[config.mk]
export PLATFORM = sky130hd
export DESIGN_NAME = mem_port_arbiter
export DESIGN_NICKNAME = d
export VERILOG_FILES = /design/src/rtl/mem_port_arbiter.sv
export SDC_FILE = /design/constraint.sdc
export NUM_CORES = 1
export LEC_CHECK = 0
export ABC_CLOCK_PERIOD_IN_PS = 2450
export BUFFER_PORTS_ARGS = -buffer_cell sky130_fd_sc_hd__buf_4
export CAP_MARGIN = 30
export CORE_MARGIN = 1
export CORE_UTILIZATION = 48
export DETAILED_ROUTE_END_ITERATION = 12
export GPL_TIMING_DRIVEN = 0
export PLACE_DENSITY = 0.94
export SETUP_SLACK_MARGIN = 0.1
export SYNTH_ARGS = -nofsm -noshare
export SYNTH_HDL_FRONTEND = slang
export SYNTH_SLANG_ARGS = --single-unit
[constraint.sdc]
create_clock -name clk -period 2.45 [get_ports clk]
set_input_delay 0.3675 -clock clk [delete_from_list [all_inputs] [get_ports clk]]
set_output_delay 0.3675 -clock clk [all_outputs]
set_load 0.02 [all_outputs]
[src/rtl/mem_port_arbiter.sv]
// Round-robin arbiter sharing one single-port 8-bit memory between a CPU port (0) and a DMA port (1).
// Optional requester-1 write protect below WP_LIMIT is compiled in with `define MEM_ARB_WP_EN.
module mem_port_arbiter #(
    parameter int ADDR_W   = 13,
    parameter int DATA_W   = 8,
    parameter int WP_LIMIT = 1000
) (
    input  logic              clk,
    input  logic              rst,
    input  logic              req0,
    input  logic              we0,
    input  logic              lock0,
    input  logic [ADDR_W-1:0] addr0,
    input  logic [DATA_W-1:0] wdata0,
    output logic              ack0,
    output logic [DATA_W-1:0] rdata0,
    input  logic              req1,
    input  logic              we1,
    input  logic              lock1,
    input  logic [ADDR_W-1:0] addr1,
    input  logic [DATA_W-1:0] wdata1,
    output logic              ack1,
    output logic [DATA_W-1:0] rdata1,
    output logic              err1,
    output logic [ADDR_W-1:0] memAddr,
    output logic [DATA_W-1:0] memWrData,
    output logic              memWriteEn,
    input  logic [DATA_W-1:0] memRdData,
    output logic              busy
);

    typedef enum logic [1:0] {
        S_IDLE   = 2'd0,
        S_ACCESS = 2'd1,
        S_RESP   = 2'd2
    } state_t;

    state_t              state_q, state_d;
    logic [ADDR_W-1:0]   memAddr_q, memAddr_d;
    logic [DATA_W-1:0]   memWrData_q, memWrData_d;
    logic                memWriteEn_q, memWriteEn_d;
    logic                ack0_q, ack0_d;
    logic                ack1_q, ack1_d;
    logic [DATA_W-1:0]   rdata0_q, rdata0_d;
    logic [DATA_W-1:0]   rdata1_q, rdata1_d;
    logic                owner_q, owner_d;
    logic                lastOwner_q, lastOwner_d;
    logic                lockValid_q, lockValid_d;
    logic                lockOwner_q, lockOwner_d;
    logic                elig0, elig1, winner;

`ifdef MEM_ARB_WP_EN
    localparam logic [ADDR_W-1:0] WP_ADDR = ADDR_W'(WP_LIMIT);
    logic wpHit_q, wpHit_d;
    logic err1_q, err1_d;
`endif

    always_comb begin
        state_d      = state_q;
        memAddr_d    = memAddr_q;
        memWrData_d  = memWrData_q;
        memWriteEn_d = memWriteEn_q;
        ack0_d       = ack0_q;
        ack1_d       = ack1_q;
        rdata0_d     = rdata0_q;
        rdata1_d     = rdata1_q;
        owner_d      = owner_q;
        lastOwner_d  = lastOwner_q;
        lockValid_d  = lockValid_q;
        lockOwner_d  = lockOwner_q;
`ifdef MEM_ARB_WP_EN
        wpHit_d      = wpHit_q;
        err1_d       = err1_q;
`endif
        // A held lock masks the non-owner out of arbitration entirely.
        elig0  = req0 && (!lockValid_q || !lockOwner_q);
        elig1  = req1 && (!lockValid_q ||  lockOwner_q);
        winner = (elig0 && elig1) ? ~lastOwner_q : elig1;

        case (state_q)
            S_IDLE: begin
                if (elig0 || elig1) begin
                    owner_d      = winner;
                    memAddr_d    = winner ? addr1  : addr0;
                    memWrData_d  = winner ? wdata1 : wdata0;
                    memWriteEn_d = winner ? we1    : we0;
`ifdef MEM_ARB_WP_EN
                    wpHit_d = winner && we1 && (addr1 < WP_ADDR);
                    if (wpHit_d) begin
                        memWriteEn_d = 1'b0;
                    end
`endif
                    state_d = S_ACCESS;
                end
            end
            S_ACCESS: begin
                if (owner_q) begin
                    rdata1_d = memRdData;
                    ack1_d   = 1'b1;
`ifdef MEM_ARB_WP_EN
                    err1_d   = wpHit_q;
`endif
                end else begin
                    rdata0_d = memRdData;
                    ack0_d   = 1'b1;
                end
                memWriteEn_d = 1'b0;
                lastOwner_d  = owner_q;
                lockValid_d  = owner_q ? lock1 : lock0;
                lockOwner_d  = owner_q;
                state_d      = S_RESP;
            end
            S_RESP: begin
                ack0_d  = 1'b0;
                ack1_d  = 1'b0;
`ifdef MEM_ARB_WP_EN
                err1_d  = 1'b0;
`endif
                state_d = S_IDLE;
            end
            default: begin
                state_d = S_IDLE;
            end
        endcase
    end

    always_ff @(posedge clk) begin
        if (rst) begin
            state_q      <= S_IDLE;
            memAddr_q    <= '0;
            memWrData_q  <= '0;
            memWriteEn_q <= 1'b0;
            ack0_q       <= 1'b0;
            ack1_q       <= 1'b0;
            rdata0_q     <= '0;
            rdata1_q     <= '0;
            owner_q      <= 1'b0;
            lastOwner_q  <= 1'b1;
            lockValid_q  <= 1'b0;
            lockOwner_q  <= 1'b0;
`ifdef MEM_ARB_WP_EN
            wpHit_q      <= 1'b0;
            err1_q       <= 1'b0;
`endif
        end else begin
            state_q      <= state_d;
            memAddr_q    <= memAddr_d;
            memWrData_q  <= memWrData_d;
            memWriteEn_q <= memWriteEn_d;
            ack0_q       <= ack0_d;
            ack1_q       <= ack1_d;
            rdata0_q     <= rdata0_d;
            rdata1_q     <= rdata1_d;
            owner_q      <= owner_d;
            lastOwner_q  <= lastOwner_d;
            lockValid_q  <= lockValid_d;
            lockOwner_q  <= lockOwner_d;
`ifdef MEM_ARB_WP_EN
            wpHit_q      <= wpHit_d;
            err1_q       <= err1_d;
`endif
        end
    end

    assign memAddr    = memAddr_q;
    assign memWrData  = memWrData_q;
    assign memWriteEn = memWriteEn_q;
    assign ack0       = ack0_q;
    assign ack1       = ack1_q;
    assign rdata0     = rdata0_q;
    assign rdata1     = rdata1_q;
    assign busy       = (state_q == S_ACCESS) || (state_q == S_RESP);
`ifdef MEM_ARB_WP_EN
    assign err1       = err1_q;
`else
    assign err1       = 1'b0;
`endif

endmodule

==> flow_metrics.env <==
export IMPL_synth_nets=300
export IMPL_post_cts_buffers=0
export IMPL_cts_buffers=5
export IMPL_hold_violations=0
export IMPL_synth_top_area_frac=0.465
export IMPL_io_pins=100
export IMPL_cts_buffer_depth=2
export IMPL_cts_sinks=46
export IMPL_period_share=0.711
export IMPL_cellLeakagePower_nw=1.35
export IMPL_tightest_slew_ps=571
export IMPL_die_area_sq_um=4390
export IMPL_cp_arrival_ps=1970
export IMPL_async_reset_ff_frac=0
export IMPL_area_growth_pct=45.5
export IMPL_netlist_instances=238
export IMPL_drt_initial_drc_count=98
export IMPL_fin_setup_tns_ps=0
export IMPL_insertion_delay_ps=290
export IMPL_core_area_sq_um=3800
export IMPL_p_switching_w=0.000975
export IMPL_dp_hpwl_microns=4080
export IMPL_run_status="finished clean"
export IMPL_internal_power_w=0.00169
export IMPL_start_util=0.521
export IMPL_timing_final_crit_period_ps=1740
export IMPL_relSlewSlack=0.619
export IMPL_root_buffer="clkbuf_8"
export IMPL_drc=0
export IMPL_critPathMaxStageDelay_ps=340
export IMPL_drv_slew=0
export IMPL_path_class="flip-flop to flip-flop"
export IMPL_synth_warning_count=0
export IMPL_synthMostInstantiatedCell="nand2_1"
export IMPL_layout_nets=405
export IMPL_synthTopCellsByArea="dfxtp_1 46%, nand2_1 13%, mux2i_1 6.6%"
export IMPL_synth_flop_cell="dfxtp_1"
export IMPL_synthDistinctLibCells=28
export IMPL_cts_reportedPaths_clkPinSlew_ps=80
export IMPL_grt_util_all_layers=0.256
export IMPL_rsz0062_at_grt="no"
export IMPL_synth_edf_count=0
export IMPL_grt_start_max_net_pins=14
export IMPL_p_sw_frac=0.366
export IMPL_ir_drop_v=0.000548
export IMPL_p_clk_frac=0.207
export IMPL_path_max_fanout=10
export IMPL_cts_tree="yes"
export IMPL_die_y_microns=66.2
export IMPL_num_vias=2080
export IMPL_htree_levels=2
export IMPL_synth_commonest_cells="67 x nand2_1, 46 x dfxtp_1, 21 x nor2_1, 14 x a21oi_1"
export IMPL_gp_congestion=0.805
export IMPL_power_density_nw_per_um2=924
export IMPL_crit_top_cell="o21ai_0"
export IMPL_slowest_stage="dfxtp_1"
export IMPL_start_kind="flip-flop"
export IMPL_drt_total_wl_microns=5530
export IMPL_setup_violations=0
export IMPL_maxCapViolCount=0
export IMPL_fin_skew_ps=2.69
export IMPL_num_rows=22
export IMPL_routed_wire_length_per_instance_microns=14.1
export IMPL_die_w_microns=66.2
export IMPL_seqPwrFrac=0.375
export IMPL_worstPathCellList="inv_1 > ha_1 > o21ai_0 > a21oi_4 > buf_2 > o21ai_0 > a31oi_1"
export IMPL_clock_fmax_mhz=574
export IMPL_dr_pass1_iters=4
export IMPL_synth_area_leader_cell="dfxtp_1"
export IMPL_nFillCells=279
export IMPL_grt_first_pass_wirelength_microns=8440
export IMPL_final_util=0.759
export IMPL_p_comb_frac=0.419
export IMPL_cts_resized=0
export IMPL_io_buffers=98
export IMPL_grt_ovfl_total=0
export IMPL_crit_path_end_kind="flip-flop"
export IMPL_power_total_w=0.00266
export IMPL_num_antenna_cells=0
export IMPL_grt_pass1_vias=1980
export IMPL_ant_nets=0
export IMPL_synth_seq_area_share=0.465
export IMPL_cts_hold_buf=0
export IMPL_drive_gt1_frac=0.355
export IMPL_synth_seq_cells=46
export IMPL_viasPerCell=5.31
export IMPL_required_ps=2680
export IMPL_hold_path_class="input pin to flip-flop"
export IMPL_synth_cell_area_sq_um=1980
export IMPL_synth_avg_cell_area_sq_um=8.32
export IMPL_antenna_found_initial=0
-- power by group through the flow --
stage	combinational [W]	clock, W	sequential, W
detailed placement	0.00111	0	0.00101
finish	0.00111	0.000551	0.000998
floorplan	0.000522	0	0.00117
CTS	0.00112	0.000549	0.000997
global route	0.00121	0.000582	0.00101
global placement	0.00108	0	0.00101
-- worst paths after layout --
kind,from,end,slack (ps),cells past startpoint
worst max-delay path,state_q[0]$_SDFFE_PP0P_,memAddr[8]$_SDFFE_PP0P_,710,7
worst min-delay path,memRdData[6],rdata0[6]$_SDFFE_PP0P_,310,3
worst max register to register,state_q[0]$_SDFFE_PP0P_,memAddr[8]$_SDFFE_PP0P_,710,7
worst min register to register,rdata1[3]$_SDFFE_PP0P_,rdata1[3]$_SDFFE_PP0P_,470,2
-- cell type report --
cell class                 count  area (sq um)  share of cell area
multi-input combinational    171           953               0.331
sequential                    46           921               0.319
timing repair buffer          98           736               0.255
buffer                        17          91.3              0.0317
clock buffer                   7          76.3              0.0265
tap                           48          60.1              0.0208
clock inverter                 1          30.0              0.0104
inverter                       4          15.0             0.00521
-- state kept, by name, indices dropped and copies added, names as in the netlist, 2 cells and up --
signal / cells
memAddr: 13
rdata1: 8
memWrData: 8
state_q: 2
rdata0: 8
-- stage by stage --
| stage | std cells | hold WS [ps] | worst slack, ps | instance area [sq um] |
|---|---|---|---|---|
| 5_1_grt | 392 | 315 | 580 | 2880 |
| 3_5_place_dp | 384 | 455 | 725 | 2780 |
| 4_1_cts | 392 | 315 | 723 | 2880 |
| 2_1_floorplan | 238 | 442 | 1010 | 1980 |
| 3_3_place_gp | 384 | 444 | 835 | 2780 |
| 6_report | 392 | 311 | 708 | 2880 |
-- critical path, delay by kind of cell (launching register included) --
family                   cells  cell delay [ps]
adder cells (fa/ha/maj)      1              220
AO/OA/AOI/OAI                4              750
flip-flops                   1              340
buffers and inverters        2              380
-- layer usage --
| metal | GRT usage | vias to the layer above | part of all wire |
|---|---|---|---|
| met5 | 0 | - | 0 |
| met4 | 0.114 | 0 | 0.025 |
| met3 | 0.0638 | 12 | 0.070 |
| met2 | 0.477 | 87 | 0.49 |
| met1 | 0.267 | 968 | 0.41 |
| li1 | - | 1013 | - |
-- layout by cell type, fill, tap and decap left out, types with 2 or more instances in the layout --
| master | instances |
|---|---|
| a311oi_2 | 5 |
| ha_1 | 4 |
| clkbuf_1 | 7 |
| buf_2 | 7 |
| a21oi_1 | 14 |
| dfxtp_1 | 46 |
| nor2b_1 | 2 |
| nand3_1 | 2 |
| o21ai_0 | 13 |
| o211ai_1 | 2 |
| mux2i_1 | 13 |
| a31oi_1 | 12 |
| inv_1 | 4 |
| buf_4 | 101 |
| nor2_1 | 21 |
| nand2b_1 | 4 |
| nand2_1 | 67 |
| a311oi_1 | 4 |
| clkbuf_8 | 5 |
-- logic make-up (layout without fill, tap and decap cells) --
family	Yosys count	in the layout	synth area share
AND/OR/NAND/NOR	99	99	0.202
AO/OA/AOI/OAI	54	54	0.187
flip-flops	46	46	0.465
buffers and inverters	21	127	0.0537
multiplexers	13	13	0.0657
adder cells (fa/ha/maj)	4	4	0.0253
other	1	1	0.00189
Power figures use the tool's default switching activity.
